## config.mk

```make
export PLATFORM = sky130hd
export DESIGN_NAME = rvb_bmat_issue
export DESIGN_NICKNAME = d
export VERILOG_FILES = /design/src/rtl/rvb_bmat_pkg.sv /design/src/rtl/rvb_bmat_tagfifo.sv /design/src/rtl/rvb_bmat_issue.sv
export SDC_FILE = /design/constraint.sdc
export NUM_CORES = 1
export LEC_CHECK = 0
export ABC_CLOCK_PERIOD_IN_PS = 2900
export BUFFER_PORTS_ARGS = -buffer_cell sky130_fd_sc_hd__buf_2
export CAP_MARGIN = 20
export CORE_AREA = 4 4 168 170
export DETAILED_ROUTE_END_ITERATION = 16
export DIE_AREA = 0 0 172 174
export PLACE_DENSITY = 0.66
export SLEW_MARGIN = 30
export SYNTH_ARGS = -nofsm -noshare
export SYNTH_HDL_FRONTEND = slang
export SYNTH_HIERARCHICAL = 1
export SYNTH_SLANG_ARGS = --single-unit
```

## constraint.sdc

```tcl
create_clock -name clock -period 2.9 [get_ports clock]
set_clock_uncertainty 0.1 [all_clocks]
set_input_delay 0.58 -clock clock [delete_from_list [all_inputs] [get_ports clock]]
set_output_delay 0.58 -clock clock [all_outputs]
set_load 0.03 [all_outputs]
```

## src/rtl/rvb_bmat_pkg.sv

```systemverilog
// Shared decode constants and tag layout for the bmator/bmatxor issue stage.
package rvb_bmat_pkg;

  localparam logic [6:0] OPC_OP     = 7'b0110011;
  localparam logic [2:0] F3_BMAT    = 3'b011;
  localparam logic [6:0] F7_BMATOR  = 7'b0000100;
  localparam logic [6:0] F7_BMATXOR = 7'b0100100;

  localparam int unsigned TAG_W = 6;

  // One in-flight instruction: destination index plus "retire as illegal" flag.
  typedef struct packed {
    logic [4:0] rd;
    logic       ill;
  } tag_t;

  // True for bmator/bmatxor only; bmatflip and everything else is rejected.
  function automatic logic is_bmat(input logic [31:0] insn);
    logic [6:0] opc;
    logic [2:0] f3;
    logic [6:0] f7;
    opc = insn[6:0];
    f3  = insn[14:12];
    f7  = insn[31:25];
    return (opc == OPC_OP) && (f3 == F3_BMAT) &&
           ((f7 == F7_BMATOR) || (f7 == F7_BMATXOR));
  endfunction

endpackage

```

## src/rtl/rvb_bmat_tagfifo.sv

```systemverilog
// In-order tag FIFO holding {rd, ill} for every accepted instruction.
module rvb_bmat_tagfifo
  import rvb_bmat_pkg::*;
#(
  parameter int unsigned DEPTH = 4
) (
  input  logic clock,
  input  logic resetn,
  input  logic push,
  input  tag_t push_tag,
  input  logic pop,
  output tag_t head,
  output logic full,
  output logic empty
);

  localparam int unsigned PTR_W = (DEPTH > 1) ? $clog2(DEPTH) : 1;
  localparam int unsigned CNT_W = $clog2(DEPTH + 1);

  tag_t             mem [DEPTH];
  logic [PTR_W-1:0] wr_ptr;
  logic [PTR_W-1:0] rd_ptr;
  logic [CNT_W-1:0] count;
  logic             push_ok;
  logic             pop_ok;

  assign full    = (count == CNT_W'(DEPTH));
  assign empty   = (count == '0);
  assign push_ok = push && !full;
  assign pop_ok  = pop && !empty;
  assign head    = mem[rd_ptr];

  // Pointers wrap naturally since DEPTH is a power of two.
  always_ff @(posedge clock or negedge resetn) begin
    if (!resetn) begin
      wr_ptr <= '0;
      rd_ptr <= '0;
      count  <= '0;
      for (int i = 0; i < int'(DEPTH); i++) mem[i] <= '0;
    end else begin
      if (push_ok) begin
        mem[wr_ptr] <= push_tag;
        wr_ptr      <= wr_ptr + PTR_W'(1);
      end
      if (pop_ok) rd_ptr <= rd_ptr + PTR_W'(1);
      case ({push_ok, pop_ok})
        2'b10:   count <= count + CNT_W'(1);
        2'b01:   count <= count - CNT_W'(1);
        default: count <= count;
      endcase
    end
  end

endmodule

```

## src/rtl/rvb_bmat_issue.sv

```systemverilog
// Issue/retire stage in front of the bmator/bmatxor unit: decode, operand issue, in-order writeback.
module rvb_bmat_issue
  import rvb_bmat_pkg::*;
#(
  parameter int unsigned XLEN  = 64,
  parameter int unsigned DEPTH = 4
) (
  input  logic            clock,
  input  logic            resetn,
  input  logic            in_valid,
  output logic            in_ready,
  input  logic [31:0]     in_insn,
  input  logic [XLEN-1:0] in_rs1,
  input  logic [XLEN-1:0] in_rs2,
  output logic            unit_valid,
  input  logic            unit_ready,
  output logic [XLEN-1:0] unit_rs1,
  output logic [XLEN-1:0] unit_rs2,
  output logic            unit_insn30,
  input  logic            unit_rvalid,
  output logic            unit_rready,
  input  logic [XLEN-1:0] unit_rd,
  output logic            wb_valid,
  input  logic            wb_ready,
  output logic [4:0]      wb_rd_idx,
  output logic [XLEN-1:0] wb_data,
  output logic            wb_illegal,
  output logic            busy
);

  logic legal;
  logic accept;
  logic pop;
  logic run;
  logic fifo_full;
  logic fifo_empty;
  tag_t in_tag;
  tag_t head;

  assign legal    = is_bmat(in_insn);
  assign in_tag   = '{rd: in_insn[11:7], ill: !legal};
  assign in_ready = run && !fifo_full && (!unit_valid || unit_ready);
  assign accept   = in_valid && in_ready;
  assign pop      = wb_valid && wb_ready;
  assign busy     = !fifo_empty || unit_valid;

  rvb_bmat_tagfifo #(
    .DEPTH (DEPTH)
  ) u_tagfifo (
    .clock    (clock),
    .resetn   (resetn),
    .push     (accept),
    .push_tag (in_tag),
    .pop      (pop),
    .head     (head),
    .full     (fifo_full),
    .empty    (fifo_empty)
  );

  // Holds in_ready low until the first clock after reset release.
  always_ff @(posedge clock or negedge resetn) begin
    if (!resetn) run <= 1'b0;
    else         run <= 1'b1;
  end

  // Issue register: operands held stable until the unit takes them.
  always_ff @(posedge clock or negedge resetn) begin
    if (!resetn) begin
      unit_valid  <= 1'b0;
      unit_rs1    <= '0;
      unit_rs2    <= '0;
      unit_insn30 <= 1'b0;
    end else if (accept && legal) begin
      unit_valid  <= 1'b1;
      unit_rs1    <= in_rs1;
      unit_rs2    <= in_rs2;
      unit_insn30 <= in_insn[30];
    end else if (unit_valid && unit_ready) begin
      unit_valid  <= 1'b0;
    end
  end

  // Retire from the FIFO head; illegal tags complete locally, legal ones wait on the unit.
  always_comb begin
    wb_valid    = 1'b0;
    wb_data     = '0;
    wb_illegal  = 1'b0;
    unit_rready = 1'b0;
    wb_rd_idx   = head.rd;
    if (!fifo_empty) begin
      if (head.ill) begin
        wb_valid   = 1'b1;
        wb_illegal = 1'b1;
      end else begin
        wb_valid    = unit_rvalid;
        wb_data     = unit_rd;
        unit_rready = wb_ready;
      end
    end
  end

  // A unit result with no legal tag waiting is a protocol error and is dropped.
  a_no_orphan_result: assert property (@(posedge clock) disable iff (!resetn)
    unit_rvalid |-> (!fifo_empty && !head.ill));

endmodule
```

== After elaboration in Yosys (flattened, before gate mapping) ==
Index checks and enable logic that the tools add are counted.
Word-level totals
  word-level logic and storage cells: 70
  flip-flop bits (word level): 162
  output and inout bits: 204
  bits of input ports: 230
Cells by class
  magnitude comparators: 3
  bitwise operators: 2
  add/subtract/negate cells: 4
  reductions and logical operators: 21
  muxes and demuxes: 17
  eq/ne operators: 7
Operators by type and width (count)
  $mux W64: 2
  $bwmux W24: 1
  $mux W6: 3
  $eq A7 B6 Y1 const B: 2
  $bmux W6 S2: 1
  $demux W6 S2: 1
  $logic_and A1 B1 Y1: 11
  $mux W1: 8
  $eq A7 B3 Y1 const B: 1
  $ge A3 B3 Y1 const B: 2
  $not A2 Y3: 2
  $pmux W3 S2: 1
  $add A2 B1 Y2 const B: 2
  $logic_not A1 Y1: 4
  $reduce_bool A2 Y1: 2
  $add A3 B1 Y3 const B: 1
  $eq A3 B2 Y1 const B: 1
  $eq A3 B3 Y1 const B: 1
  $logic_not A3 Y1: 1
  $logic_or A1 B1 Y1: 3
  $lt A3 B1 Y1 const B: 1
  $sub A3 B1 Y3 const B: 1
  $eq A2 B1 Y1 const B: 1
  $eq A2 B2 Y1 const B: 1

== Depth between registers and ports, before layout ==
  depth in word-level cells: 10
  gate-level depth with buffers: 12
  mapped depth without buffers: 11

== Hierarchy ==
Netlist, hierarchy kept.
Modules (own cells, without submodules)
  rvb_bmat_issue: cells each 364, seq. area each 3278.1 sq um, area an instance 5931.9 sq um, times used 1
  rvb_bmat_tagfifo: cells each 96, seq. area each 775.7 sq um, area an instance 1441.4 sq um, times used 1

== Least setup slack after synthesis ==
Ideal clock, no wire load.
  path kind: register -> register
  start point: reg u_tagfifo.rd_ptr[0]
  end point: reg u_tagfifo.count[2]
  arrival: 2.699 ns
  cell stages (with the launch flop): 13
  setup slack: 0.022 ns
  buffers on the path: 1
  cells stage by stage: dfrtp_1 -> buf_2 -> mux4_2 -> nor2_1 -> nor2_1 -> and2_1 -> o31a_1 -> ha_1 -> inv_1 -> fa_1 -> xor2_1 -> nor2_1 -> xor2_1
RTL lines
  start: declaration: RTL line rvb_bmat_tagfifo.sv:22  | logic [PTR_W-1:0] rd_ptr;
  start signal: assignment: RTL line rvb_bmat_tagfifo.sv:45  | if (pop_ok) rd_ptr <= rd_ptr + PTR_W'(1);
  end signal: assignment: RTL line rvb_bmat_tagfifo.sv:47  | 2'b10: count <= count + CNT_W'(1);
  end signal: assignment: RTL line rvb_bmat_tagfifo.sv:48  | 2'b01: count <= count - CNT_W'(1);
  end signal: assignment: RTL line rvb_bmat_tagfifo.sv:49  | default: count <= count;
  end: declaration: RTL line rvb_bmat_tagfifo.sv:23  | logic [CNT_W-1:0] count;

==> metrics.cfg <==
[logic_synthesis]
ys_async_sr_fraction_pct=100
netlist_top_cells_count=sky130_fd_sc_hd__dfrtp_1, sky130_fd_sc_hd__mux2_4, sky130_fd_sc_hd__and2_1
yosys.area.top_type=sky130_fd_sc_hd__dfrtp_1
synth_top_flop_cell=sky130_fd_sc_hd__dfrtp_1
number_of_flops_mapped_to_enable_cells_by_yosys=0
netlist_instances=460
yosys-top-cells-area=sky130_fd_sc_hd__dfrtp_1, sky130_fd_sc_hd__mux2_4, sky130_fd_sc_hd__mux2_2
synthDistinctLibCells=34
count_of_state_elements_after_synthesis=162
postSynthAreaPerCell_sq_um=16.0
synth.net_count=696
yosysWarnings=6
count_leader_synth=sky130_fd_sc_hd__dfrtp_1
synth_area_sq_um=7370
netlist.area_leader.share_pct=55.0
synth-seq-area-share_pct=55.0

[grt]
grt_max_degree=67
first_pass_grt_wire_length_mm=31.6
grt_antenna_before_repair=0
vias_in_the_first_global_route=5576
globalRoute.totalOverflow=0
global_route.usage.total_pct=13.3

[timing]
timing.final.crit_period_ps=2810
finalHoldViolCount=0
final_max_slew_viol_count=0
timing.final.ws_setup_ps=94.8
setup_viol_count_final=0
max_freq_mhz=356
timing.final.crit_share_pct=96.7

[placed_design]
port_buffer_count=423
place_ws_ps=330
dp_hpwl_mm=15.9
routabilityCongestion=0.831

[pwr]
powerDensity_nw_per_um2=756
power_leakage_nw=5.91
peakVddDrop_mv=0.604

[floorplan]
io-pin-count=434
die_width_um=172
dieArea_sq_um=29900
y_dimension_of_the_die_um=174
floorplan.initialDensity_pct=27.6
rows=60
core_area_sq_um=26700

[cells_and_area]
area.growth.synth_to_final_pct=43.0
fillCellCount=2591
n_antenna_cell=0
utilization_pct=39.5
layout.nets=1133
layout-drive-gt1-share_pct=69.0

[worst_setup_path]
critPathMaxStageDelay_ps=570
crit_type=flop to output pin
data_arrival_critical_path_ps=2130
endpoint_kind=output pin
path_cells=mux4_2 -> nor2_4 -> buf_12 -> and2_1 -> clkbuf_4
timing.critical_path.from_type=flop
timing.critical_path.fanout_max=33
regToRegSetupSlack_ps=370
regToRegStartpoint=u_tagfifo/rd_ptr[0]$_DFFE_PN0P_
worstRegToRegCells=11
rr_endpoint=u_tagfifo/count[2]$_DFFE_PN0P_
slowest_stage=sky130_fd_sc_hd__mux4_2
worstPathRequired_ps=2220

[clocking]
cts_tree=yes
master_cell_of_the_clock_root_buffer=sky130_fd_sc_hd__clkbuf_16
cts.path.max_buffers=2
clock_insertion_delay_worst_skew_ps=420
clkSlewWorstSetupHoldPaths_ps=70
htree_levels=4
clock_sink_count=162
cts-buffers-inserted=17

[routing]
route.antenna.remaining_nets=0
post-route-drc-count=0
wirelength_mm=21.0
via_per_inst=4.26
via_count=5330
routed_wire_length_per_instance_um=16.8
drt_iter0_markers=269
drtPass1Iterations=4

[run_status]
outcome=complete, no violations

[min_path]
min_path_type=primary input to flop
timing.hold.worst.start=in_rs2[61]
min_delay_path_depth=2
hold-path-endpoint=unit_rs2[61]$_DFFE_PN0P_

[job]
max-cap-violations=0

[timing repair]
action,in CTS,in global routing
endpoints found under the hold margin,35,0
gates resized for setup,0,4
buffers inserted,0,0
hold buffers,1,0
endpoints found under the setup margin,0,32
[placed cells by master (no fill, tap or decap), types with 2 or more instances in the layout]
cell and count:
sky130_fd_sc_hd__buf_4 10, sky130_fd_sc_hd__inv_1 6, sky130_fd_sc_hd__nor2_1 7, sky130_fd_sc_hd__dfrtp_1 162, sky130_fd_sc_hd__xor2_1 3, sky130_fd_sc_hd__nor2_4 2
sky130_fd_sc_hd__nand2_1 5, sky130_fd_sc_hd__mux2_1 10, sky130_fd_sc_hd__nand2b_1 3, sky130_fd_sc_hd__inv_6 5, sky130_fd_sc_hd__mux2_4 100, sky130_fd_sc_hd__xnor2_1 3
sky130_fd_sc_hd__bufinv_16 5, sky130_fd_sc_hd__mux2_2 44, sky130_fd_sc_hd__mux4_2 6, sky130_fd_sc_hd__and2_1 66, sky130_fd_sc_hd__clkinv_4 2, sky130_fd_sc_hd__clkbuf_16 18
sky130_fd_sc_hd__ha_1 5, sky130_fd_sc_hd__buf_12 7, sky130_fd_sc_hd__nor4b_2 2, sky130_fd_sc_hd__buf_2 420
[power breakdown]
| part | switching (W) | leakage (nW) | internal (W) |
|---|---|---|---|
| logic | 0.00173 | 3.40 | 0.00110 |
| registers | 0.000138 | 2.19 | 0.00248 |
| clock network | 0.000983 | 0.316 | 0.00155 |
| total | 0.00285 | 5.91 | 0.00512 |
[metal layers]
| metal | global-route usage (%) | wire length (um) |
|---|---|---|
| met1 | 17.4 | 9030 |
| met3 | 3.57 | 1430 |
| met4 | 4.03 | 358 |
| met5 | 0 | 0 |
| met2 | 21.7 | 10200 |
[cells by family (layout without fill, tap and decap cells)]
group	Yosys count	after routing	synth area share (%)
muxes	161	161	30.6
xor gates and xnor gates	6	6	0.713
DFF	162	162	55.0
AOI/OAI and AO/OA	2	2	0.187
and+or+nand+nor	93	93	8.20
buffers and inverters	29	479	4.17
adders and majority gates	6	6	1.12
other	1	1	0.0509
[registers in the layout (all words and copies together) (netlist names)]
register	count
run	1
unit_rs2	64
u_tagfifo/rd_ptr	2
unit_insn30	1
u_tagfifo/count	3
unit_valid	1
u_tagfifo/mem	24
u_tagfifo/wr_ptr	2
unit_rs1	64
[area by class of cell]
cell class	count	area [sq um]	area share (%)
sequential	162	4050	38.4
multi-input combinational	269	3020	28.6
timing repair buffer	441	2370	22.5
clock buffer	18	429	4.07
tap	341	427	4.05
clock inverter	14	224	2.12
inverter	6	22.5	0.214
[worst max-delay path by stage]
| stage | startpoint | end | slack (ps) | depth (start not counted) |
|---|---|---|---|---|
| after floorplan | u_tagfifo/rd_ptr[0]$_DFFE_PN0P_ | u_tagfifo/count[2]$_DFFE_PN0P_ | 20 | 12 |
| after global placement | in_insn[14] | unit_rs1[30]$_DFFE_PN0P_ | 330 | 7 |
| after detailed placement | unit_ready | u_tagfifo/count[2]$_DFFE_PN0P_ | 330 | 11 |
| after CTS | u_tagfifo/rd_ptr[0]$_DFFE_PN0P_ | wb_data[24] | 30 | 5 |
| after global routing | u_tagfifo/rd_ptr[0]$_DFFE_PN0P_ | wb_data[27] | -10 | 5 |
| final | u_tagfifo/rd_ptr[0]$_DFFE_PN0P_ | wb_data[27] | 90 | 5 |
[stage by stage]
step | TNS [ps] | cell area [sq um] | hold slack, ps | total power, W | instances
floorplan | 0 | 7370 | 184 | 0.00448 | 460
global placement | 0 | 9850 | 364 | 0.00536 | 1217
detailed placement | 0 | 9850 | 372 | 0.00541 | 1217
CTS | 0 | 10500 | 244 | 0.00800 | 1250
global route | -10.8 | 10500 | 251 | 0.00838 | 1251
finish | 0 | 10500 | 282 | 0.00797 | 1251
[worst max-delay path, delay by kind of cell (launching register included)]
kind                   cells  cell delay, ps
muxes                      1             570
buffers and inverters      2             390
DFF                        1             370
and+or+nand+nor            2             360
No activity file was read; power rests on OpenSTA's default activity.
